$ cat config.mk
export PLATFORM = sky130hd
export DESIGN_NAME = chunked_serial_comparator_flat
export DESIGN_NICKNAME = d
export VERILOG_FILES = /design/src/rtl/chunked_serial_comparator_if.sv /design/src/rtl/chunked_serial_comparator.sv /design/src/flat_wrapper.sv
export SDC_FILE = /design/constraint.sdc
export NUM_CORES = 1
export LEC_CHECK = 0
export CAP_MARGIN = 30
export CORE_MARGIN = 2
export CORE_UTILIZATION = 41
export CTS_CLUSTER_SIZE = 28
export DETAILED_ROUTE_END_ITERATION = 10
export PLACE_DENSITY = 0.8
export SETUP_SLACK_MARGIN = 0.4
export SYNTH_ARGS = -nofsm -noshare
export SYNTH_HDL_FRONTEND = slang
export SYNTH_SLANG_ARGS = --single-unit
export TNS_END_PERCENT = 10
$ cat constraint.sdc
create_clock -name clk -period 1.9 [get_ports clk]
set_clock_uncertainty 0.15 [all_clocks]
set_input_delay 0.38 -clock clk [delete_from_list [all_inputs] [get_ports clk]]
set_output_delay 0.38 -clock clk [all_outputs]
set_load 0.01 [all_outputs]
$ cat src/rtl/chunked_serial_comparator_if.sv
// Handshake and result bundle for chunked_serial_comparator.
// The master drives start/cascade/chunk inputs, and the slave (the comparator) returns status and flags.
interface chunked_serial_comparator_if #(
    parameter int N = 4
);
    logic         start;
    logic         i_gt;
    logic         i_eq;
    logic         i_lt;
    logic [N-1:0] a_chunk;
    logic [N-1:0] b_chunk;
    logic         chunk_valid;
    logic         chunk_ready;
    logic         busy;
    logic         result_valid;
    logic         o_gt;
    logic         o_eq;
    logic         o_lt;

    modport master (
        output start, i_gt, i_eq, i_lt, a_chunk, b_chunk, chunk_valid,
        input  chunk_ready, busy, result_valid, o_gt, o_eq, o_lt
    );

    modport slave (
        input  start, i_gt, i_eq, i_lt, a_chunk, b_chunk, chunk_valid,
        output chunk_ready, busy, result_valid, o_gt, o_eq, o_lt
    );
endinterface

$ cat src/rtl/chunked_serial_comparator.sv
// Serial unsigned magnitude comparator: compares N*CHUNKS-bit operands one N-bit chunk per transfer, MSB chunk first.
// Optional CMP_EARLY_EXIT_EN: finish on the first transfer that leaves the comparison decided.
module chunked_serial_comparator #(
    parameter int N      = 4,
    parameter int CHUNKS = 4
) (
    input logic                      clk,
    input logic                      rst_n,
    chunked_serial_comparator_if.slave bus
);
    localparam int CW = (CHUNKS > 1) ? $clog2(CHUNKS) : 1;
    localparam logic [CW-1:0] LAST = CW'(CHUNKS - 1);

    typedef enum logic [1:0] {IDLE = 2'd0, RUN = 2'd1, DONE = 2'd2} state_t;
    typedef enum logic [1:0] {CMP_EQ = 2'd0, CMP_GT = 2'd1, CMP_LT = 2'd2} cmp_t;

    state_t         state, state_nx;
    cmp_t           cmp, cmp_nx;
    logic [CW-1:0]  cnt, cnt_nx;
    logic [2:0]     res_flags;
    logic           load_res;

    // Cascade priority: gt over lt over eq; nothing asserted also means equal so far.
    function automatic cmp_t cascade_load(input logic gt, input logic eq, input logic lt);
        if (gt)      return CMP_GT;
        else if (lt) return CMP_LT;
        else if (eq) return CMP_EQ;
        else         return CMP_EQ;
    endfunction

    function automatic cmp_t chunk_cmp(input logic [N-1:0] a, input logic [N-1:0] b);
        if (a > b)      return CMP_GT;
        else if (a < b) return CMP_LT;
        else            return CMP_EQ;
    endfunction

    always_comb begin
        state_nx = state;
        cmp_nx   = cmp;
        cnt_nx   = cnt;
        load_res = 1'b0;
        unique case (state)
            IDLE: begin
                if (bus.start) begin
                    cmp_nx   = cascade_load(bus.i_gt, bus.i_eq, bus.i_lt);
                    cnt_nx   = '0;
                    state_nx = RUN;
                end
            end
            RUN: begin
                if (bus.chunk_valid) begin
                    cnt_nx = cnt + 1'b1;
                    // GT/LT are sticky: only an undecided state looks at the chunk.
                    if (cmp == CMP_EQ)
                        cmp_nx = chunk_cmp(bus.a_chunk, bus.b_chunk);
`ifdef CMP_EARLY_EXIT_EN
                    if (cnt == LAST || cmp_nx != CMP_EQ) begin
`else
                    if (cnt == LAST) begin
`endif
                        load_res = 1'b1;
                        state_nx = DONE;
                    end
                end
            end
            DONE:    state_nx = IDLE;
            default: state_nx = IDLE;
        endcase
    end

    // Register stage: FSM, running comparison and held result flags.
    always_ff @(posedge clk or negedge rst_n) begin
        if (!rst_n) begin
            state     <= IDLE;
            cmp       <= CMP_EQ;
            cnt       <= '0;
            res_flags <= 3'b000;
        end else begin
            state <= state_nx;
            cmp   <= cmp_nx;
            cnt   <= cnt_nx;
            if (load_res)
                res_flags <= {cmp_nx == CMP_GT, cmp_nx == CMP_EQ, cmp_nx == CMP_LT};
        end
    end

    assign bus.chunk_ready  = (state == RUN);
    assign bus.busy         = (state != IDLE);
    assign bus.result_valid = (state == DONE);
    assign bus.o_gt         = res_flags[2];
    assign bus.o_eq         = res_flags[1];
    assign bus.o_lt         = res_flags[0];
endmodule

$ cat src/flat_wrapper.sv
// flat-port wrapper written by rule: the top's interface ports become plain ports
module chunked_serial_comparator_flat 
#(
    parameter int N      = 4,
    parameter int CHUNKS = 4
)
  (clk, rst_n, bus_start, bus_i_gt, bus_i_eq, bus_i_lt, bus_a_chunk, bus_b_chunk, bus_chunk_valid, bus_chunk_ready, bus_busy, bus_result_valid, bus_o_gt, bus_o_eq, bus_o_lt);
  chunked_serial_comparator_if #(.N(N)) bus_i ();
  input logic clk;
  input logic rst_n;
  input wire logic [$bits(bus_i.start)-1:0] bus_start;
  input wire logic [$bits(bus_i.i_gt)-1:0] bus_i_gt;
  input wire logic [$bits(bus_i.i_eq)-1:0] bus_i_eq;
  input wire logic [$bits(bus_i.i_lt)-1:0] bus_i_lt;
  input wire logic [$bits(bus_i.a_chunk)-1:0] bus_a_chunk;
  input wire logic [$bits(bus_i.b_chunk)-1:0] bus_b_chunk;
  input wire logic [$bits(bus_i.chunk_valid)-1:0] bus_chunk_valid;
  output wire logic [$bits(bus_i.chunk_ready)-1:0] bus_chunk_ready;
  output wire logic [$bits(bus_i.busy)-1:0] bus_busy;
  output wire logic [$bits(bus_i.result_valid)-1:0] bus_result_valid;
  output wire logic [$bits(bus_i.o_gt)-1:0] bus_o_gt;
  output wire logic [$bits(bus_i.o_eq)-1:0] bus_o_eq;
  output wire logic [$bits(bus_i.o_lt)-1:0] bus_o_lt;
  assign bus_i.start = bus_start;
  assign bus_i.i_gt = bus_i_gt;
  assign bus_i.i_eq = bus_i_eq;
  assign bus_i.i_lt = bus_i_lt;
  assign bus_i.a_chunk = bus_a_chunk;
  assign bus_i.b_chunk = bus_b_chunk;
  assign bus_i.chunk_valid = bus_chunk_valid;
  assign bus_chunk_ready = bus_i.chunk_ready;
  assign bus_busy = bus_i.busy;
  assign bus_result_valid = bus_i.result_valid;
  assign bus_o_gt = bus_i.o_gt;
  assign bus_o_eq = bus_i.o_eq;
  assign bus_o_lt = bus_i.o_lt;
  chunked_serial_comparator #(.N(N), .CHUNKS(CHUNKS)) u_core (.clk(clk), .rst_n(rst_n), .bus(bus_i));
endmodule
==> impl_metrics.toml, run 1 <==
[place]
gp_congestion = 0.696
dpl.hpwl_um = 959
dpl_cell_area_sq_um = 828
dp.cells = 93
port_buffers = 19

[finish]
syn2layout_area_growth_pct = 69.7
diodes = 0
drive_gt1_share_pct = 45.9
finish.instance_area_sq_um = 938
fin_util_pct = 73.0
finalNetCount = 106
layout_common_cells = "9 x clkdlybuf4s50_1, 9 x dfrtp_1, 8 x dlygate4sd2_1, 8 x buf_4"
instances_no_fill = 100

[detailed_routing]
drc = 0
first_pass_iters = 2
via_count = 491
viasPerCell = 4.91
ant_nets = 0
drt_iter0_markers = 4
wl_per_cell_um = 13.9
routed_wl_um = 1390

[cts]
clock_tree.root_cell = "clkbuf_4"
clk_latency_ps = 250
cts_tree = "yes"
clock_path_buffers = 2
cts.clk_slew.worst_paths_ps = 60
cts_sinks = 9
cts_inserted_buffers = 3
htreeDepth = 1

[grt]
grt_pass1_wl_um = 2050
grt_max_degree = 10
grt.overflow.total = 0
antenna_found_initial = 0
grt_pass1_vias = 473
grt_usage_pct = 20.4

[pwr]
switchingPower_uw = 398
intPower_uw = 697
clockPowerShare_pct = 12.9
p_leak_nw = 0.428
p_seq_share_pct = 29.3
ir_drop_mv = 0.781
powerDensity_nw_per_um2 = 1170
power_frac_comb_pct = 57.7
swShare_pct = 36.3

[timing]
final.period_utilization_pct = 93.2
finalHoldViolCount = 0
finalCriticalPeriod_ps = 1770
worst_hold_slack_ps = 260
slew_headroom_pct = 74.5
drv_slew = 0
finalSetupViolations = 0
fmax_mhz = 565
rsz0062_at_grt = "true"
worst_slew_pin_slew_ps = 381

[setup_path]
end_kind = "flip-flop"
cp_max_fo = 5
crit_type = "flip-flop to flip-flop"
arrival_ps = 1820
critPathRequiredTime_ps = 1940
startpoint_type = "flip-flop"

[logic_synthesis]
ys_ff_latch = 9
synth_warnings = 0
syn_inst = 53
syn_nets = 73
syn-mean-instance-area_sq_um = 10.4
syn_area_sq_um = 553
yosysSeqAreaShare_pct = 40.7
synth_cell_type_count = 25

[floorplanning]
start_util_pct = 43.0
die_width_um = 40.7
dieArea_sq_um = 1660
die_h_um = 40.7
top_level_ports = 21
row_count = 13
coreArea_sq_um = 1280

[run_status]
status = "complete, no violations"

[min_path]
hold_path.class = "primary input to async pin"

[job]
maxCapViolations = 0
-- critical path, cell delays in order (launching register included) --
cell and delay [ps]:
dfrtp_1 380, buf_4 150, or2_4 250, nor2_4 90, mux2i_1 210, a21boi_4 230
buf_6 120, a31o_1 130
-- power groups by stage --
stage / sequential [mW] / combinational, mW / clock (mW)
3_5_place_dp: 0.331 / 0.548 / 0
5_1_grt: 0.331 / 0.683 / 0.161
3_3_place_gp: 0.328 / 0.532 / 0
4_1_cts: 0.319 / 0.626 / 0.148
2_1_floorplan: 0.330 / 0.323 / 0
6_report: 0.321 / 0.632 / 0.142
-- what timing repair did --
item,4_1_cts,5_1_grt
hold buffers,0,0
cloned,0,0
setup endpoints to repair,12,13
pin swaps,13,0
gates resized for setup,29,0
setup buffers,3,0
-- layer usage --
layer  global-route usage, %  wire [um]
met1                    23.6        625
met2                    35.3        703
met3                    4.35         40
met4                    10.0         17
met5                       0          0
-- synthesized netlist by cell type --
| cell | number | area share [%] |
|---|---|---|
| a22o_1 | 1 | 1.6 |
| a21oi_1 | 2 | 1.8 |
| nand3b_1 | 1 | 1.4 |
| o31ai_2 | 2 | 4.5 |
| nor2_4 | 1 | 2.0 |
| dfrtp_1 | 9 | 41 |
| o311ai_2 | 1 | 2.9 |
| and3b_2 | 1 | 1.8 |
| nor2_1 | 2 | 1.4 |
| nand2_1 | 6 | 4.1 |
| nand2_2 | 1 | 1.1 |
| o21ai_0 | 2 | 1.8 |
| and2_1 | 1 | 1.1 |
| mux2i_1 | 1 | 1.8 |
| or2_4 | 1 | 1.6 |
| a21boi_4 | 1 | 3.4 |
| inv_2 | 1 | 0.68 |
| a31o_1 | 1 | 1.6 |
| inv_1 | 6 | 4.1 |
| and2b_2 | 2 | 3.2 |
| o21ai_1 | 2 | 1.8 |
| ha_1 | 5 | 11 |
| nor2_2 | 1 | 1.1 |
| clkinv_4 | 1 | 1.6 |
| a311oi_1 | 1 | 1.6 |
-- final timing paths --
path	from	end	slack, ps	depth (start not counted)
setup / recovery	u_core.state[0]	u_core.res_flags[0]	130	7
min in group clk	u_core.res_flags[1]	u_core.res_flags[1]	340	2
setup reg to reg	u_core.state[0]	u_core.res_flags[0]	130	7
hold reg to reg	u_core.res_flags[1]	u_core.res_flags[1]	340	2
max in group asynchronous	rst_n	u_core.state[1]	1070	1
hold / removal	rst_n	u_core.res_flags[0]	260	1
-- kinds of logic (layout without fill, tap and decap cells) --
family / count (synthesis) / count (layout) / share of synthesized area [%]
mux: 1 / 1 / 1.81
fa+ha+maj: 5 / 5 / 11.3
simple gates: 17 / 17 / 18.8
buf+inv: 8 / 40 / 6.33
flops: 9 / 9 / 40.7
compound gates: 13 / 13 / 21.0
-- cell type report --
class                           count  area [sq um]
Timing Repair Buffer               28           248
Sequential cell                     9           225
Multi-Input combinational cell     36           385
Clock buffer                        4          26.3
Fill cell                         103           347
Inverter                            8          35.0
Tap cell                           15          18.8
-- metrics by stage --
stage / worst slack, ps / total power [mW] / setup TNS [ps]
4_1_cts: 154 / 1.09 / 0
5_1_grt: 38.1 / 1.18 / 0
3_3_place_gp: -293 / 0.860 / -1060
6_report: 130 / 1.09 / 0
3_5_place_dp: -362 / 0.879 / -1380
2_1_floorplan: 246 / 0.653 / 0
-- state kept, by name (all words and copies together), names as in the netlist --
name              cells
u_core.res_flags      3
u_core.cmp            2
u_core.state          2
u_core.cnt            2
(Power assumes the default switching activity.)
==> run 2, diff against run 1 <==
--- a/config.mk
+++ b/config.mk
@@ -6,11 +6,13 @@
 export NUM_CORES = 1
 export LEC_CHECK = 0
 export CAP_MARGIN = 30
+export CELL_PAD_IN_SITES_DETAIL_PLACEMENT = 0
+export CELL_PAD_IN_SITES_GLOBAL_PLACEMENT = 2
 export CORE_MARGIN = 2
-export CORE_UTILIZATION = 41
+export CORE_UTILIZATION = 25
 export CTS_CLUSTER_SIZE = 28
 export DETAILED_ROUTE_END_ITERATION = 10
-export PLACE_DENSITY = 0.8
+export PLACE_DENSITY = 0.81
 export SETUP_SLACK_MARGIN = 0.4
 export SYNTH_ARGS = -nofsm -noshare
 export SYNTH_HDL_FRONTEND = slang
==> run 2 against run 1 <==
First-iteration DRC count decreased by 50%. Hold slack gained 15 ps. Count of clock-buffer cells in the layout unchanged. Via count shrank 7.1%. Cell area fell by 2.9%. Cell count grew 10%. Clock power about the same. Worst setup slack got worse by 22 ps. Non-clock buffer count decreased by 3.
==> impl_metrics.toml, run 2 (synthesis results as in run 1) <==
[grt]
grt_usage_pct = 10.6
grt_pass1_vias = 464
grt_max_degree = 10
grt_pass1_wl_um = 2030
grt.overflow.total = 0
antenna_found_initial = 0

[finish]
instances_no_fill = 110
diodes = 0
top_register = "u_core.res_flags"
layout_common_cells = "10 x clkdlybuf4s50_1, 9 x dfrtp_1, 7 x dlygate4sd2_1, 6 x buf_4, 5 x nand2_1"
largest_reg_flops = 3
finish.instance_area_sq_um = 911
final_common_cell = "clkdlybuf4s50_1"
finalNetCount = 103
fillerInstances = 224
syn2layout_area_growth_pct = 64.7
drive_gt1_share_pct = 39.0

[place]
port_buffers = 19
gp_congestion = 0.703
dpl_cell_area_sq_um = 830
dp.cells = 104
dpl.hpwl_um = 947

[setup_path]
crit_slowest_cell = "clkdlybuf4s50_1"
cpPeakStageDelay_ps = 460
path_buf_inv = 3
worstPathCellList = "clkdlybuf4s50_1 > inv_1 > ha_1 > nand2_1 > o21ai_2 > nor2_2 > a21boi_4 > buf_4 > o31ai_2"
critPathRequiredTime_ps = 1910
cp_max_fo = 3
arrival_ps = 1800
critPathTopFamily = "buffers and inverters"
startpoint_type = "primary input"
end_kind = "flip-flop"
crit_type = "primary input to flip-flop"

[cts]
cts.clk_slew.worst_paths_ps = 60
clock_tree.root_cell = "clkbuf_4"
cts_sinks = 9
cts_tree = "yes"
cts_hold_buf = 0
htreeDepth = 1
clock_path_buffers = 2
cts_inserted_buffers = 3
clk_latency_ps = 250

[detailed_routing]
viasPerCell = 4.15
first_pass_iters = 3
wl_per_cell_um = 10.8
routed_wl_um = 1190
wl_met2_um = 522
highest_layer = "met3"
met1_length_um = 578
via_count = 456
dr_wl_met3_um = 84
ant_nets = 0
drc = 0
drt_iter0_markers = 2

[floorplanning]
dieArea_sq_um = 2600
top_level_ports = 21
die_h_um = 51.0
start_util_pct = 25.7
coreArea_sq_um = 2150
die_width_um = 51.0
row_count = 17

[timing]
rsz0062_at_grt = "true"
drv_slew = 0
setup_tns_ps = 0
worst_slew_pin_slew_ps = 414
finalCriticalPeriod_ps = 1790
finalHoldViolCount = 0
slew_headroom_pct = 72.3
finalSetupViolations = 0
final.period_utilization_pct = 94.3
fmax_mhz = 558

[run_status]
status = "complete, no violations"

[pwr]
p_leak_nw = 0.407
powerDensity_nw_per_um2 = 1120
ir_drop_mv = 0.559
power_mw = 1.02

[min_path]
hold_path.class = "primary input to async pin"

[job]
maxCapViolations = 0
==> run 2: layout make-up <==
cell class | instances | area [sq um] | area share (%)
multi-input cells | 36 | 368 | 40.4
well taps | 28 | 35.0 | 3.85
inverters | 8 | 35.0 | 3.85
flip-flops and latches | 9 | 225 | 24.7
clock buffers | 4 | 26.3 | 2.88
repair buffers | 25 | 221 | 24.3
==> run 2: worst paths after layout <==
| kind | start | end | slack [ps] | cells past startpoint |
|---|---|---|---|---|
| hold reg to reg | u_core.res_flags[2] | u_core.res_flags[2] | 340 | 2 |
| min in group clk | u_core.res_flags[2] | u_core.res_flags[2] | 340 | 2 |
| setup reg to reg | u_core.state[0] | u_core.res_flags[2] | 160 | 7 |
| max in group asynchronous | rst_n | u_core.res_flags[0] | 1030 | 1 |
| hold / removal | rst_n | u_core.state[0] | 280 | 1 |
| setup / recovery | bus_a_chunk[0] | u_core.res_flags[2] | 110 | 9 |
==> run 2: repair_timing <==
| action | CTS | global route |
|---|---|---|
| pin swaps | 11 | 0 |
| endpoints found under the setup margin | 11 | 13 |
| hold endpoints to repair | 0 | 0 |
| buffers inserted | 1 | 1 |
| resized for setup | 22 | 0 |
==> run 2: worst register-to-register path, delay by kind of cell (launching register included) <==
| family | cells | cell delay (ps) |
|---|---|---|
| mux | 1 | 190 |
| compound gates | 2 | 280 |
| simple gates | 2 | 340 |
| flops | 1 | 370 |
| buf+inv | 2 | 280 |
==> run 2: power breakdown <==
part           leakage (nW)  internal (mW)  switching [mW]  total, mW
Combinational         0.282          0.301           0.263      0.564
Sequential            0.110          0.270          0.0471      0.317
Clock                0.0150         0.0804          0.0586      0.139
Total                 0.407          0.652           0.369       1.02
==> run 2: routing by layer <==
metal,track usage (%),vias up
met3,4.97,0
met2,14.7,12
li1,-,240
met5,0,-
met4,2.70,0
met1,14.7,204
==> run 2: per-stage QoR <==
step	utilization (%)	setup slack [ps]	hold WS [ps]
after floorplan	-	246	-65.6
after global placement	38.6	-301	335
after detailed placement	38.6	-337	340
after CTS	42.1	138	274
after global routing	42.4	25.1	294
final	42.4	108	275
